==> config.mk <==
export PLATFORM = sky130hd
export DESIGN_NAME = input_conditioner
export DESIGN_NICKNAME = d
export VERILOG_FILES = /design/src/rtl/input_conditioner.sv
export SDC_FILE = /design/constraint.sdc
export NUM_CORES = 1
export LEC_CHECK = 0
export CAP_MARGIN = 10
export CORE_MARGIN = 2
export CORE_UTILIZATION = 65
export CTS_BUF_LIST = sky130_fd_sc_hd__clkbuf_2 sky130_fd_sc_hd__clkbuf_4 sky130_fd_sc_hd__clkbuf_8
export DETAILED_ROUTE_END_ITERATION = 8
export HOLD_SLACK_MARGIN = 0.08
export PLACE_DENSITY_LB_ADDON = 0.2
export SETUP_SLACK_MARGIN = 0.5
export SLEW_MARGIN = 25
export SYNTH_ARGS = -nofsm -noshare
export SYNTH_HDL_FRONTEND = slang
export SYNTH_SLANG_ARGS = --single-unit
==> constraint.sdc <==
create_clock -name CLK100MHZ -period 3.6 [get_ports CLK100MHZ]
set_input_delay 0.54 -clock CLK100MHZ [delete_from_list [all_inputs] [get_ports CLK100MHZ]]
set_output_delay 0.54 -clock CLK100MHZ [all_outputs]
set_load 0.1 [all_outputs]
==> src/rtl/input_conditioner.sv <==
// rtl/input_conditioner.sv - N-channel synchroniser, debounce filter and edge pulse generator
// Optional COND_TOGGLE_EN adds a per-channel push-on/push-off toggle_out.
module input_conditioner #(
    parameter int N_CH            = 4,
    parameter int DEBOUNCE_CYCLES = 1000000,
    parameter int CNT_W           = $clog2(DEBOUNCE_CYCLES + 1)
) (
    input  logic            CLK100MHZ,
    input  logic            CPU_RESETN,
    input  logic [N_CH-1:0] raw_in,
    output logic [N_CH-1:0] level_out,
    output logic [N_CH-1:0] rise_out,
    output logic [N_CH-1:0] fall_out
`ifdef COND_TOGGLE_EN
    ,
    output logic [N_CH-1:0] toggle_out
`endif
);

    localparam logic [CNT_W-1:0] CNT_LAST = CNT_W'(DEBOUNCE_CYCLES - 1);

    logic [N_CH-1:0]  s1;
    logic [N_CH-1:0]  s2;
    logic [N_CH-1:0]  accept;
    logic [CNT_W-1:0] cnt [N_CH];

    always_ff @(posedge CLK100MHZ or negedge CPU_RESETN) begin
        if (!CPU_RESETN) begin
            s1 <= '0;
            s2 <= '0;
        end else begin
            s1 <= raw_in;
            s2 <= s1;
        end
    end

    // A channel flips once s2 has disagreed with the level for DEBOUNCE_CYCLES edges in a row.
    always_comb begin
        accept = '0;
        for (int i = 0; i < N_CH; i++) begin
            accept[i] = (s2[i] != level_out[i]) && (cnt[i] == CNT_LAST);
        end
    end

    always_ff @(posedge CLK100MHZ or negedge CPU_RESETN) begin
        if (!CPU_RESETN) begin
            for (int i = 0; i < N_CH; i++) begin
                cnt[i] <= '0;
            end
        end else begin
            for (int i = 0; i < N_CH; i++) begin
                if ((s2[i] == level_out[i]) || accept[i]) begin
                    cnt[i] <= '0;
                end else begin
                    cnt[i] <= cnt[i] + CNT_W'(1);
                end
            end
        end
    end

    always_ff @(posedge CLK100MHZ or negedge CPU_RESETN) begin
        if (!CPU_RESETN) begin
            level_out <= '0;
            rise_out  <= '0;
            fall_out  <= '0;
        end else begin
            level_out <= level_out ^ accept;
            rise_out  <= accept & s2;
            fall_out  <= accept & ~s2;
        end
    end

`ifdef COND_TOGGLE_EN
    always_ff @(posedge CLK100MHZ or negedge CPU_RESETN) begin
        if (!CPU_RESETN) begin
            toggle_out <= '0;
        end else begin
            toggle_out <= toggle_out ^ rise_out;
        end
    end
`endif

endmodule
==> flow_metrics.py, run 1 <==
metrics = {
    "floorplan": {
        "rows": 30,
        "pin_count": 18,
        "fp.coreArea_mm2": 0.006869,
        "die_h_um": 88.70,
        "start_util": 0.6789,
        "die_area_mm2": 0.007868,
        "die_w_um": 88.70,
    },
    "clocking": {
        "clock_path_buffers": 2,
        "cts_buffers": 9,
        "clkSinkCount": 100,
        "htreeDepth": 3,
        "hold_buffers": 0,
        "clk-insertion-delay-late_ns": 0.37,
        "post_cts_resized": 0,
        "cts_tree": "yes",
        "clk_pin_slew_worst_paths_ns": 0.09,
        "cts_setup_buffers": 0,
        "root_buffer": "clkbuf_8",
    },
    "layout": {
        "drive_above_1_share": 0.06289,
        "nets": 483,
        "area_growth_pct": 10.76,
        "antenna_cells": 0,
        "final_cell_mix": "dfrtp_1, nor2_1, nand3_1, xnor2_1, xor2_1",
        "final_cells": 573,
        "mostFrequentLayoutCell": "dfrtp_1",
        "stdcell_area_mm2": 0.005165,
    },
    "synthesis": {
        "ys.flop_type": "dfrtp_1",
        "syn-cell-area_mm2": 0.004663,
        "avgSynthCellArea_um2": 10.32,
        "synth_nets": 462,
        "postSynthCellCount": 452,
        "ys_types": 36,
        "yosys_warnings": 0,
        "synth_edf_count": 0,
        "synth_seq_area_share": 0.5366,
        "yosys_register_bits": 100,
        "synthArstFlopShare": 1.000,
    },
    "timing": {
        "finalCritPeriodShare": 0.6995,
        "fmax_mhz": 397.1,
        "relSlewSlack": 0.3338,
        "rsz0062_at_grt": "no",
        "min_period_ns": 2.518,
        "fin_skew_ns": 0.01037,
        "final_hold_viol_count": 0,
        "setup_tns_ns": 0,
        "slew_viol_final": 0,
        "worst_pin_slew_ns": 0.9962,
        "finalSetupViolCount": 0,
    },
    "placed_design": {
        "port_buffers": 17,
        "place_area_mm2": 0.004927,
        "dp.cells": 558,
        "place.gp.congestion": 0.8529,
        "dpl.hpwl_um": 5857,
    },
    "min_path": {
        "hp-class": "input port to asynchronous set/reset pin",
    },
    "routing": {
        "vias": 3446,
        "drtPass1Iterations": 4,
        "via_per_inst": 6.014,
        "drt_iter0_drc": 192,
        "drc": 0,
        "post_drt_wl_per_cell_um": 15.43,
        "routed_wirelength_um": 8842,
        "detail-route-antenna-nets": 0,
    },
    "power_and_ir_drop": {
        "vdd_drop_max_uv": 284.1,
        "power.density_mw_per_mm2": 398.8,
        "p_leak_nw": 2.081,
    },
    "worst_setup_path": {
        "required_ns": 3.06,
        "crit_buf_inv": 1,
        "critPathLaunchType": "flip-flop",
        "slowest_stage": "clkdlybuf4s50_1",
        "end_kind": "output port",
        "crit_arrival_ns": 1.98,
        "crit_type": "flip-flop to output port",
        "crit_path_max_fanout": 6,
        "timing.critical_path.cells": "clkdlybuf4s50_1",
        "cp_slowest_stage_delay_ns": 1.17,
        "path_delay_family": "buffers and inverters",
    },
    "global_route": {
        "grt-ovfl-total": 0,
        "grt_pass1_wl_um": 15580,
        "grt_use_total": 0.2566,
        "grt_max_degree": 65,
        "antenna_found_initial": 0,
        "grt_pass1_vias": 3384,
    },
    "run": {
        "cap_viol_max_count": 0,
    },
    "run_status": {
        "outcome": "completed",
    },
}
## cell type report
type,count,area (um2)
clock buffers,10,137.6
clock inverters,5,100.1
fillers,491,1704
flip-flops and latches,100,2502
repair buffers,21,197.7
inverters,13,48.80
well taps,96,120.1
multi-input cells,328,2058
## report_power, final
part	internal, mW	switching (mW)	leakage, nW	total [mW]
registers	1.14	0.0166	1.37	1.15
logic	0.0218	0.0448	0.590	0.0665
clock network	0.474	0.365	0.122	0.839
## registers in the layout, summed over array words and instances (netlist names), named ones only
name and count:
cnt 80, fall_out 4, rise_out 4, s1 4, s2 4
## final timing paths
check	cells after the start	slack, ns	from	endpoint
max in group asynchronous	2	2.60	CPU_RESETN	cnt[78]
worst min register to register	0	0.35	s1[2]	s2[2]
worst max-delay path	1	1.08	flip-flop	level_out[1]
worst max register to register	4	1.33	cnt[46]	cnt[46]
min in group CLK100MHZ	0	0.35	s1[2]	s2[2]
worst min-delay path	1	0.24	CPU_RESETN	cnt[40]
## synthesized netlist by cell type, types with 11 or more instances
| cell type | instances | area share |
|---|---|---|
| a21oi_1 | 23 | 0.025 |
| dfrtp_1 | 100 | 0.54 |
| inv_1 | 13 | 0.010 |
| nand2_1 | 22 | 0.018 |
| nand3_1 | 31 | 0.033 |
| nand4_1 | 16 | 0.021 |
| nor2_1 | 58 | 0.047 |
| nor3_1 | 11 | 0.012 |
| o21ai_0 | 13 | 0.014 |
| o31ai_1 | 11 | 0.018 |
| or3_1 | 15 | 0.020 |
| or4_1 | 21 | 0.034 |
| xnor2_1 | 28 | 0.053 |
| xor2_1 | 25 | 0.047 |
## routing by layer
layer,track usage,up-vias,wire (um)
li1,-,1652,-
met5,0,-,0
met4,0.08953,0,148
met2,0.4233,83,4510
met3,0.07463,15,401
met1,0.3254,1696,3782
## logic make-up (layout without fill, tap and decap cells)
logic type / count (synthesis) / in the layout / share of synthesized area
simple gates: 215 / 215 / 0.2493
flops: 100 / 100 / 0.5366
xor+xnor: 53 / 53 / 0.09954
compound gates: 52 / 52 / 0.07218
buf+inv: 24 / 49 / 0.02200
fa+ha+maj: 4 / 4 / 0.01073
mux: 4 / 4 / 0.009659
## metrics by stage
stage          hold slack, ns  utilization  setup slack [ns]  total power, mW
2_1_floorplan          0.2444            -             1.622            1.205
3_3_place_gp           0.3340       0.7173             1.434            1.243
3_5_place_dp           0.3450       0.7173             1.408            1.245
4_1_cts                0.2627       0.7519             1.062            2.080
5_1_grt                0.3044       0.7519            0.9947            2.142
6_report               0.2386       0.7519             1.082            2.060
No activity file was read; power rests on OpenSTA's default activity.
==> run 2, diff against run 1 <==
--- a/config.mk
+++ b/config.mk
@@ -7,7 +7,7 @@
 export LEC_CHECK = 0
 export CAP_MARGIN = 10
 export CORE_MARGIN = 2
-export CORE_UTILIZATION = 65
+export CORE_UTILIZATION = 63
 export CTS_BUF_LIST = sky130_fd_sc_hd__clkbuf_2 sky130_fd_sc_hd__clkbuf_4 sky130_fd_sc_hd__clkbuf_8
 export DETAILED_ROUTE_END_ITERATION = 8
 export HOLD_SLACK_MARGIN = 0.08
==> constraint.sdc (replaced) <==
create_clock -name CLK100MHZ -period 2.5 [get_ports CLK100MHZ]
set_input_delay 0.375 -clock CLK100MHZ [delete_from_list [all_inputs] [get_ports CLK100MHZ]]
set_output_delay 0.375 -clock CLK100MHZ [all_outputs]
set_load 0.1 [all_outputs]
==> flow_metrics.py, run 2 (synthesis results as in run 1) <==
metrics = {
    "global_route": {
        "grt_use_total": 0.2284,
        "grt-ovfl-total": 0,
        "grt_pass1_vias": 3506,
        "grt_max_degree": 72,
        "antenna_found_initial": 0,
        "grt_pass1_wl_um": 15600,
    },
    "worst_setup_path": {
        "crit_type": "flip-flop to flip-flop",
        "regToRegSetupSlack_ns": 0.55,
        "timing.critical_path.cells": "ha_2, nand2_2, or4_1, or4_1, a21oi_1",
        "required_ns": 2.77,
        "slowest_stage": "or4_1",
        "critPathLaunchType": "flip-flop",
        "reg2reg_depth": 5,
        "crit_path_max_fanout": 7,
        "crit_buf_inv": 0,
        "cp_slowest_stage_delay_ns": 0.50,
        "crit_arrival_ns": 2.22,
        "end_kind": "flip-flop",
        "crit_top_cell": "or4_1",
        "path_delay_family": "simple AND/OR/NAND/NOR gates",
        "critPathLaunch": "cnt[20]",
        "worstReg2RegStart": "cnt[20]",
        "r2r_end": "cnt[38]",
    },
    "placed_design": {
        "port_buffers": 17,
        "place.gp.congestion": 0.8625,
        "place_area_mm2": 0.004951,
        "dpl.hpwl_um": 5983,
    },
    "power_and_ir_drop": {
        "power.density_mw_per_mm2": 527.4,
        "p_leak_nw": 2.149,
        "vdd_drop_max_uv": 416.7,
    },
    "timing": {
        "fin_skew_ns": 0.006843,
        "worst_pin_slew_ns": 0.3982,
        "finalCritPeriodShare": 0.7782,
        "slew_viol_final": 0,
        "final_hold_viol_count": 0,
        "setup_tns_ns": 0,
        "relSlewSlack": 0.7336,
        "finalSetupViolCount": 0,
        "rsz0062_at_grt": "yes",
        "hold_slack_ns": 0.3523,
        "fmax_mhz": 514.0,
        "min_period_ns": 1.946,
    },
    "routing": {
        "drtPass1Iterations": 4,
        "vias": 3488,
        "detail-route-antenna-nets": 0,
        "routed_wirelength_um": 8709,
        "via_per_inst": 5.922,
        "drc": 0,
        "drt_iter0_drc": 164,
        "post_drt_wl_per_cell_um": 14.79,
    },
    "min_path": {
        "hp-class": "flip-flop to flip-flop",
        "whs_endpoint": "s2[1]",
        "holdCritStartpoint": "s1[1]",
        "hold_path_depth": 0,
    },
    "floorplan": {
        "fp.coreArea_mm2": 0.007214,
        "die_area_mm2": 0.008106,
        "start_util": 0.6464,
        "rows": 31,
        "die_w_um": 90.04,
        "pin_count": 18,
        "die_h_um": 90.04,
    },
    "layout": {
        "stdcell_area_mm2": 0.005268,
        "mostFrequentLayoutCell": "dfrtp_1",
        "drive_above_1_share": 0.1408,
        "antenna_cells": 0,
        "area_growth_pct": 12.96,
        "regMostFlops": "cnt",
        "largest_register_ff_count": 80,
        "nets": 495,
        "final_cell_mix": "dfrtp_1, nor2_1, nand3_1, xnor2_1, buf_4",
    },
    "clocking": {
        "htreeDepth": 3,
        "clock_path_buffers": 2,
        "root_buffer": "clkbuf_8",
        "clkSinkCount": 100,
        "clk-insertion-delay-late_ns": 0.34,
        "cts_tree": "yes",
        "cts_buffers": 9,
        "clk_pin_slew_worst_paths_ns": 0.09,
    },
    "run_status": {
        "outcome": "completed",
    },
    "run": {
        "cap_viol_max_count": 0,
    },
}
run 2: cell count changes in the layout (fill, tap and decap cells not counted), moves of 5 or more:
cell and change:
buf_4 +22, or4_4 +5, clkdlybuf4s50_1 -12, or4_1 -5
run 2: area by class of cell:
cell class	instances	area, um2
fill	516	1947
timing repair buffer	33	272.8
multi-input combinational	328	2113
clock inverter	2	16.27
sequential	100	2506
tap	99	123.9
clock buffer	14	186.4
inverter	13	48.80
run 2: how the worst max path moves through the flow:
stage                     cells after the start  endpoint
after floorplan                               6   cnt[58]
after global placement                        5   cnt[58]
after detailed placement                      5   cnt[58]
after CTS                                     5   cnt[58]
after global routing                          5   cnt[38]
final                                         5   cnt[38]
run 2: timing repair:
action / CTS / global route
endpoints found under the hold margin: 29 / 0
setup buffers: 0 / 6
gates resized for setup: 6 / 10
pin swaps: 0 / 3
endpoints found under the setup margin: 9 / 29
hold buffers: 1 / 0
run 2: metal layers:
metal,vias to the layer above,wire [um],track usage
met5,-,0,0
met4,0,66,0.06410
met3,10,276,0.04778
met2,68,4413,0.3766
met1,1728,3952,0.3105
li1,1682,-,-
run 2: through the flow:
stage / power [mW] / setup WS (ns) / cells / utilization
floorplan: 1.735 / 0.5218 / 452 / -
global placement: 1.797 / 0.4463 / 566 / 0.6863
detailed placement: 1.801 / 0.3582 / 566 / 0.6863
CTS: 2.802 / 0.4558 / 583 / 0.7185
global route: 2.893 / 0.4440 / 589 / 0.7301
finish: 2.778 / 0.5545 / 589 / 0.7301
run 2: where the power goes:
group          internal (mW)  leakage (nW)  switching [mW]
Sequential              1.64          1.36          0.0246
Clock                  0.485         0.102           0.515
Combinational         0.0459         0.682          0.0693
